$ cat config.mk
export PLATFORM = sky130hd
export DESIGN_NAME = truth_table_sweeper
export DESIGN_NICKNAME = d
export VERILOG_FILES = /design/src/rtl/truth_table_sweeper.sv
export SDC_FILE = /design/constraint.sdc
export NUM_CORES = 1
export LEC_CHECK = 0
export CORE_MARGIN = 3
export CORE_UTILIZATION = 45
export CTS_BUF_LIST = sky130_fd_sc_hd__clkbuf_16
export DETAILED_ROUTE_END_ITERATION = 16
export HOLD_SLACK_MARGIN = 0.02
export PLACE_DENSITY = 0.9
export SETUP_SLACK_MARGIN = 0.15
export SLEW_MARGIN = 20
export SYNTH_ARGS = -nofsm -noshare
export SYNTH_HDL_FRONTEND = slang
export SYNTH_SLANG_ARGS = --single-unit
export TNS_END_PERCENT = 10
$ cat constraint.sdc
create_clock -name clk -period 4.83 [get_ports clk]
set_input_delay 0.7245 -clock clk [delete_from_list [all_inputs] [get_ports clk]]
set_output_delay 0.7245 -clock clk [all_outputs]
set_load 0.01 [all_outputs]
$ cat src/rtl/truth_table_sweeper.sv
// truth_table_sweeper
//   Walks every input combination of each enabled function block on a shared
//   stimulus bus and compares the block's output with a golden truth table,
//   counting mismatches and recording the first one.
//
// Ports
//   clk, reset      rising-edge clock, synchronous active-high reset
//   start           begin a sweep (only honoured while idle)
//   dut_en          per-block enable, latched on start
//   narrow_mask     per-block "uses N_IN-1 inputs", latched on start
//   exp_tables      golden outputs, bit [i*2^N_IN + r] = block i, row r
//   dut_y           combinational outputs of the blocks
//   stim, dut_idx   stimulus bus and block currently under test
//   busy, done      not idle / one-cycle end-of-sweep pulse
//   pass            err_count was zero at the last done (held)
//   err_count       saturating mismatch count
//   first_fail_*    block and row of the first mismatch
//
// Build option
//   TTS_STOP_ON_FAIL_EN  when defined, the first mismatch ends the sweep at once
//                        with stim/dut_idx frozen on the failing row.

module truth_table_sweeper #(
  parameter int unsigned N_DUT = 8,
  parameter int unsigned N_IN  = 4
) (
  input  logic                          clk,
  input  logic                          reset,
  input  logic                          start,
  input  logic [N_DUT-1:0]              dut_en,
  input  logic [N_DUT-1:0]              narrow_mask,
  input  logic [N_DUT*(2**N_IN)-1:0]    exp_tables,
  input  logic [N_DUT-1:0]              dut_y,
  output logic [N_IN-1:0]               stim,
  output logic [2:0]                    dut_idx,
  output logic                          busy,
  output logic                          done,
  output logic                          pass,
  output logic [7:0]                    err_count,
  output logic [2:0]                    first_fail_dut,
  output logic [N_IN-1:0]               first_fail_row
);

  localparam int unsigned Rows = 2 ** N_IN;
  localparam int          PtrW = 4;

  localparam logic [2:0] StIdle   = 3'd0;
  localparam logic [2:0] StScan   = 3'd1;
  localparam logic [2:0] StDrive  = 3'd2;
  localparam logic [2:0] StSample = 3'd3;
  localparam logic [2:0] StDone   = 3'd4;

  logic [2:0]       state_q, state_d;
  logic [N_DUT-1:0] en_q, en_d;
  logic [N_DUT-1:0] narrow_q, narrow_d;
  logic [PtrW-1:0]  ptr_q, ptr_d;
  logic [N_IN-1:0]  stim_q, stim_d;
  logic [2:0]       idx_q, idx_d;
  logic             busy_q, busy_d;
  logic             done_q, done_d;
  logic             pass_q, pass_d;
  logic [7:0]       err_q, err_d;
  logic [2:0]       ffd_q, ffd_d;
  logic [N_IN-1:0]  ffr_q, ffr_d;

  // Lowest enabled block at or above the scan pointer.
  logic       found;
  logic [2:0] sel;
  always_comb begin
    found = 1'b0;
    sel   = '0;
    for (int i = N_DUT - 1; i >= 0; i--) begin
      if (en_q[i] && (PtrW'(i) >= ptr_q)) begin
        found = 1'b1;
        sel   = 3'(i);
      end
    end
  end

  logic exp_bit;
  logic mismatch;
  logic last_row;
  logic stop_now;

  // {idx, stim} is exactly idx*2^N_IN + stim.
  assign exp_bit  = exp_tables[{idx_q, stim_q}];
  assign mismatch = (dut_y[idx_q] != exp_bit);
  assign last_row = narrow_q[idx_q] ? (stim_q == N_IN'(Rows / 2 - 1))
                                    : (stim_q == N_IN'(Rows - 1));
`ifdef TTS_STOP_ON_FAIL_EN
  assign stop_now = mismatch;
`else
  assign stop_now = 1'b0;
`endif

  always_comb begin
    state_d  = state_q;
    en_d     = en_q;
    narrow_d = narrow_q;
    ptr_d    = ptr_q;
    stim_d   = stim_q;
    idx_d    = idx_q;
    pass_d   = pass_q;
    err_d    = err_q;
    ffd_d    = ffd_q;
    ffr_d    = ffr_q;
    done_d   = 1'b0;

    case (state_q)
      StIdle: begin
        if (start) begin
          en_d     = dut_en;
          narrow_d = narrow_mask;
          err_d    = '0;
          ffd_d    = '0;
          ffr_d    = '0;
          pass_d   = 1'b0;
          ptr_d    = '0;
          state_d  = StScan;
        end
      end
      StScan: begin
        if (found) begin
          idx_d   = sel;
          stim_d  = '0;
          ptr_d   = {1'b0, sel} + 4'd1;
          state_d = StDrive;
        end else begin
          state_d = StDone;
        end
      end
      StDrive: state_d = StSample;
      StSample: begin
        if (mismatch) begin
          if (err_q != 8'hFF) err_d = err_q + 8'd1;
          if (err_q == 8'd0) begin
            ffd_d = idx_q;
            ffr_d = stim_q;
          end
        end
        if (stop_now) begin
          state_d = StDone;
        end else if (last_row) begin
          state_d = StScan;
        end else begin
          stim_d  = stim_q + 1'b1;
          state_d = StDrive;
        end
      end
      StDone:  state_d = StIdle;
      default: state_d = StIdle;
    endcase

    // Outputs are registered, so done/pass are set on entry to DONE using the
    // count that already includes the final compare.
    if (state_d == StDone) begin
      done_d = 1'b1;
      pass_d = (err_d == 8'd0);
    end
    busy_d = (state_d != StIdle);
  end

  always_ff @(posedge clk) begin
    if (reset) begin
      state_q  <= StIdle;
      en_q     <= '0;
      narrow_q <= '0;
      ptr_q    <= '0;
      stim_q   <= '0;
      idx_q    <= '0;
      busy_q   <= 1'b0;
      done_q   <= 1'b0;
      pass_q   <= 1'b0;
      err_q    <= '0;
      ffd_q    <= '0;
      ffr_q    <= '0;
    end else begin
      state_q  <= state_d;
      en_q     <= en_d;
      narrow_q <= narrow_d;
      ptr_q    <= ptr_d;
      stim_q   <= stim_d;
      idx_q    <= idx_d;
      busy_q   <= busy_d;
      done_q   <= done_d;
      pass_q   <= pass_d;
      err_q    <= err_d;
      ffd_q    <= ffd_d;
      ffr_q    <= ffr_d;
    end
  end

  assign stim           = stim_q;
  assign dut_idx        = idx_q;
  assign busy           = busy_q;
  assign done           = done_q;
  assign pass           = pass_q;
  assign err_count      = err_q;
  assign first_fail_dut = ffd_q;
  assign first_fail_row = ffr_q;

endmodule

==> results.toml <==
[floorplanning]
rows = 32
die_height_microns = 97.6
io_pins = 180
floorplan.die.width_microns = 97.6
die_footprint_sq_um = 9530
core_ar_sq_um = 7930
floorplan.initialDensity = 0.477

[critical_path]
r2r_path_end = "pass"
r2r_cells = 9
timing.critical_path.required_ns = 5.00
max_stage_delay_ns = 0.83
critical_path.slowest_cell = "dfxtp_2"
cp-start-kind = "flop"
cpLargestDelayFamily = "compound AO/OA/AOI/OAI gates"
criticalPathCategory = "flop to flop"
worstPathCellList = "mux4_1, a22o_1, nor4_1, or3_1, o221ai_2, a21oi_2, o21ai_0, a21oi_1, o31ai_2"
critPathBufInv = 0
cp_data_arrival_time_ns = 3.62
worstReg2RegStart = "stim[0]"
worstSetupEndpointType = "flop"
setup.reg_to_reg.worst_slack_ns = 1.38
crit_path_max_fanout = 30

[logic_synthesis]
synth_enable_flop_cells = 0
synth.yosys.seq_area_share = 0.254
syn_area_per_cell_sq_um = 9.15
synth_nets = 572
syn-instance-count = 413
ys_seq_elements = 48
synth_cell_types = 68
dominantRegCellSynth = "dfxtp_1"
synth-warning-count = 0
synth_async_reset_ratio = 0
netlist_area_sq_um = 3780

[cts]
tritoncts = "yes"
cts_repair_resize_count = 0
cts-root-buf = "clkbuf_16"
clockBufferDepth = 2
cts_sinks = 48
htree_num_levels = 2
worst_setup_hold_path_clk_slew_ns = 0.06
cts_inserted_buffers = 5
cts_hold_repair.buffers = 0
post-cts-setup-buffers = 0
clock_latency_ns = 0.29

[timing]
post-route-worst-setup-slack_ns = 1.38
final-max-slew-violation-count = 0
layout_min_cycle_time_ns = 3.45
hold_viol_final = 0
maxSlewHeadroom = 0.463
timing.hold.ws_ns = 0.455
period_share = 0.715
grt_setup_unrepaired = "no"
fin_skew_ns = 0.00526
tightestPinTransition_ns = 0.805
timing.fmax_mhz = 290
setup-tns-final_ns = 0
report.final.setup_viol = 0

[global_route]
globalRouteTotalUtil = 0.256
maximum_number_of_pins_on_one_net_before_global_route_repair = 36
grt_antenna_before_repair = 0
grt_overflow_total = 0
grt_pass1_vias = 4088
grt_first_pass_wirelength_microns = 20000

[power]
switching_share = 0.278
pwr_density_cell_nw_per_um2 = 221
vdd_drop_max_mv = 0.153
part_of_the_power_in_registers = 0.368
power.share.combinational = 0.327
switchingPower_mw = 0.350
power.share.clock = 0.306
cell_internal_power_mw = 0.907
p_leak_nw = 2.00
fin_total_pwr_mw = 1.26

[layout]
post_layout_cell_count = 675
final_layout_size_suffix_gt1_frac = 0.103
layout-area-overhead-vs-synth_pct = 50.3
final_util = 0.716
fill_cells = 581
num-nets-final = 731
antenna_cells = 0
layout.cell_area.non_filler_sq_um = 5680

[drt]
route.final.wire_length_microns = 12300
via_count = 3912
detailedRoute.firstPassIterationCount = 4
route.antenna.remaining_nets = 0
drt-wirelength-per-cell_microns = 18.3
drc_errors = 0
post_drt_via_cell_ratio = 5.80
dr.first_iter.drc_count = 301

[min_path]
holdPathEnd = "en_q[0]"
hold_path_class = "flop to flop"
timing.hold.worst_path_depth = 2
holdCritStartpoint = "en_q[0]"

[placed_design]
worst_slack_after_detailed_placement_ns = 1.29
buffer_ports.inserted = 179
detailedPlacementHpwl_microns = 9870
dpl_cell_area_sq_um = 5520
place_congestion = 0.914
dpl.cell_count = 667

[job]
maxCapViolations = 0

[outcome]
status = "completed"
## logic make-up (layout without fill, tap and decap cells)
group	Yosys count	count (layout)	synth area share
buffers and inverters	39	199	0.0672
AND/OR/NAND/NOR	165	165	0.218
flip-flops	48	48	0.254
multiplexers	59	59	0.262
AO/OA/AOI/OAI	93	93	0.174
adder cells (fa/ha/maj)	4	4	0.0132
XOR/XNOR	5	5	0.0116
## registers in the layout, indices dropped and copies added (netlist names), 3 cells and up
signal and cells:
dut_idx 3, en_q 8, err_count 8, first_fail_dut 3
first_fail_row 4, narrow_q 8, ptr_q 4, state_q 3
stim 4
## routing by layer
metal	vias to the layer above	track usage	routed length, microns
met1	1841	0.274	4390
met5	-	0	0
met2	183	0.483	6640
met4	0	0.0852	333
met3	26	0.0653	971
li1	1862	-	-
## cells in the final DEF, fill, tap and decap left out, drive strengths merged, types with 4 or more instances in the layout
cell,n
clkdlybuf4s50,179
nand2,52
dfxtp,48
nor2,39
a21oi,33
mux4,28
mux2i,24
nand3,13
o21ai,11
and3,11
nor2b,10
nor3,8
inv,7
mux2,7
o211ai,7
nand2b,5
a31oi,5
clkbuf,5
buf,5
or3,5
a22oi,4
and2,4
a211oi,4
ha,4
a2111oi,4
## worst max path at each step
stage	start	to	cells past startpoint
3_5_place_dp	exp_tables[65]	err_count[4]	10
2_1_floorplan	exp_tables[51]	first_fail_row[0]	9
6_report	stim[0]	pass	9
5_1_grt	stim[0]	pass	9
4_1_cts	stim[0]	pass	9
3_3_place_gp	exp_tables[65]	err_count[4]	10
## power by group through the flow
stage / clock [mW] / sequential (mW) / combinational [mW]
after floorplan: 0 / 0.445 / 0.258
after global placement: 0 / 0.469 / 0.395
after CTS: 0.391 / 0.462 / 0.411
after global routing: 0.403 / 0.467 / 0.443
final: 0.384 / 0.462 / 0.411
after detailed placement: 0 / 0.471 / 0.408
## cell type report
class                   instances  area [sq um]  share of cell area
repair buffers                184          1830               0.322
well taps                     102           128              0.0225
clock inverters                 3          37.5             0.00661
clock buffers                   5           125              0.0220
flip-flops and latches         48           963               0.170
inverters                       7          26.3             0.00463
multi-input cells             326          2570               0.453
## worst register-to-register path, delay by kind of cell (launching register included)
| kind | cells | cell delay [ns] |
|---|---|---|
| AO/OA/AOI/OAI | 6 | 1.40 |
| flip-flops | 1 | 0.83 |
| multiplexers | 1 | 0.71 |
| AND/OR/NAND/NOR | 2 | 0.41 |
## cells in the mapped netlist, types with 4 or more instances
cell type  number  area [sq um]
nor3_1          8          40.0
nor2b_1        10          62.6
mux4_2         21           473
nand3_1        13          65.1
nand2_1        52           195
a22oi_1         4          30.0
mux2_2          6          67.6
nor2_1         38           143
buf_2           5          25.0
inv_1           7          26.3
a211oi_1        4          30.0
mux4_1          7           184
ha_1            4          50.1
clkbuf_1       13          48.8
dfxtp_1        48           961
a31oi_1         5          31.3
nand2b_1        5          31.3
o21ai_0        10          50.1
o211ai_1        6          45.0
and3_1         10          62.6
a21oi_1        31           155
buf_6           7          78.8
mux2i_1        23           230
and2_1          4          25.0
(Power assumes the default switching activity.)
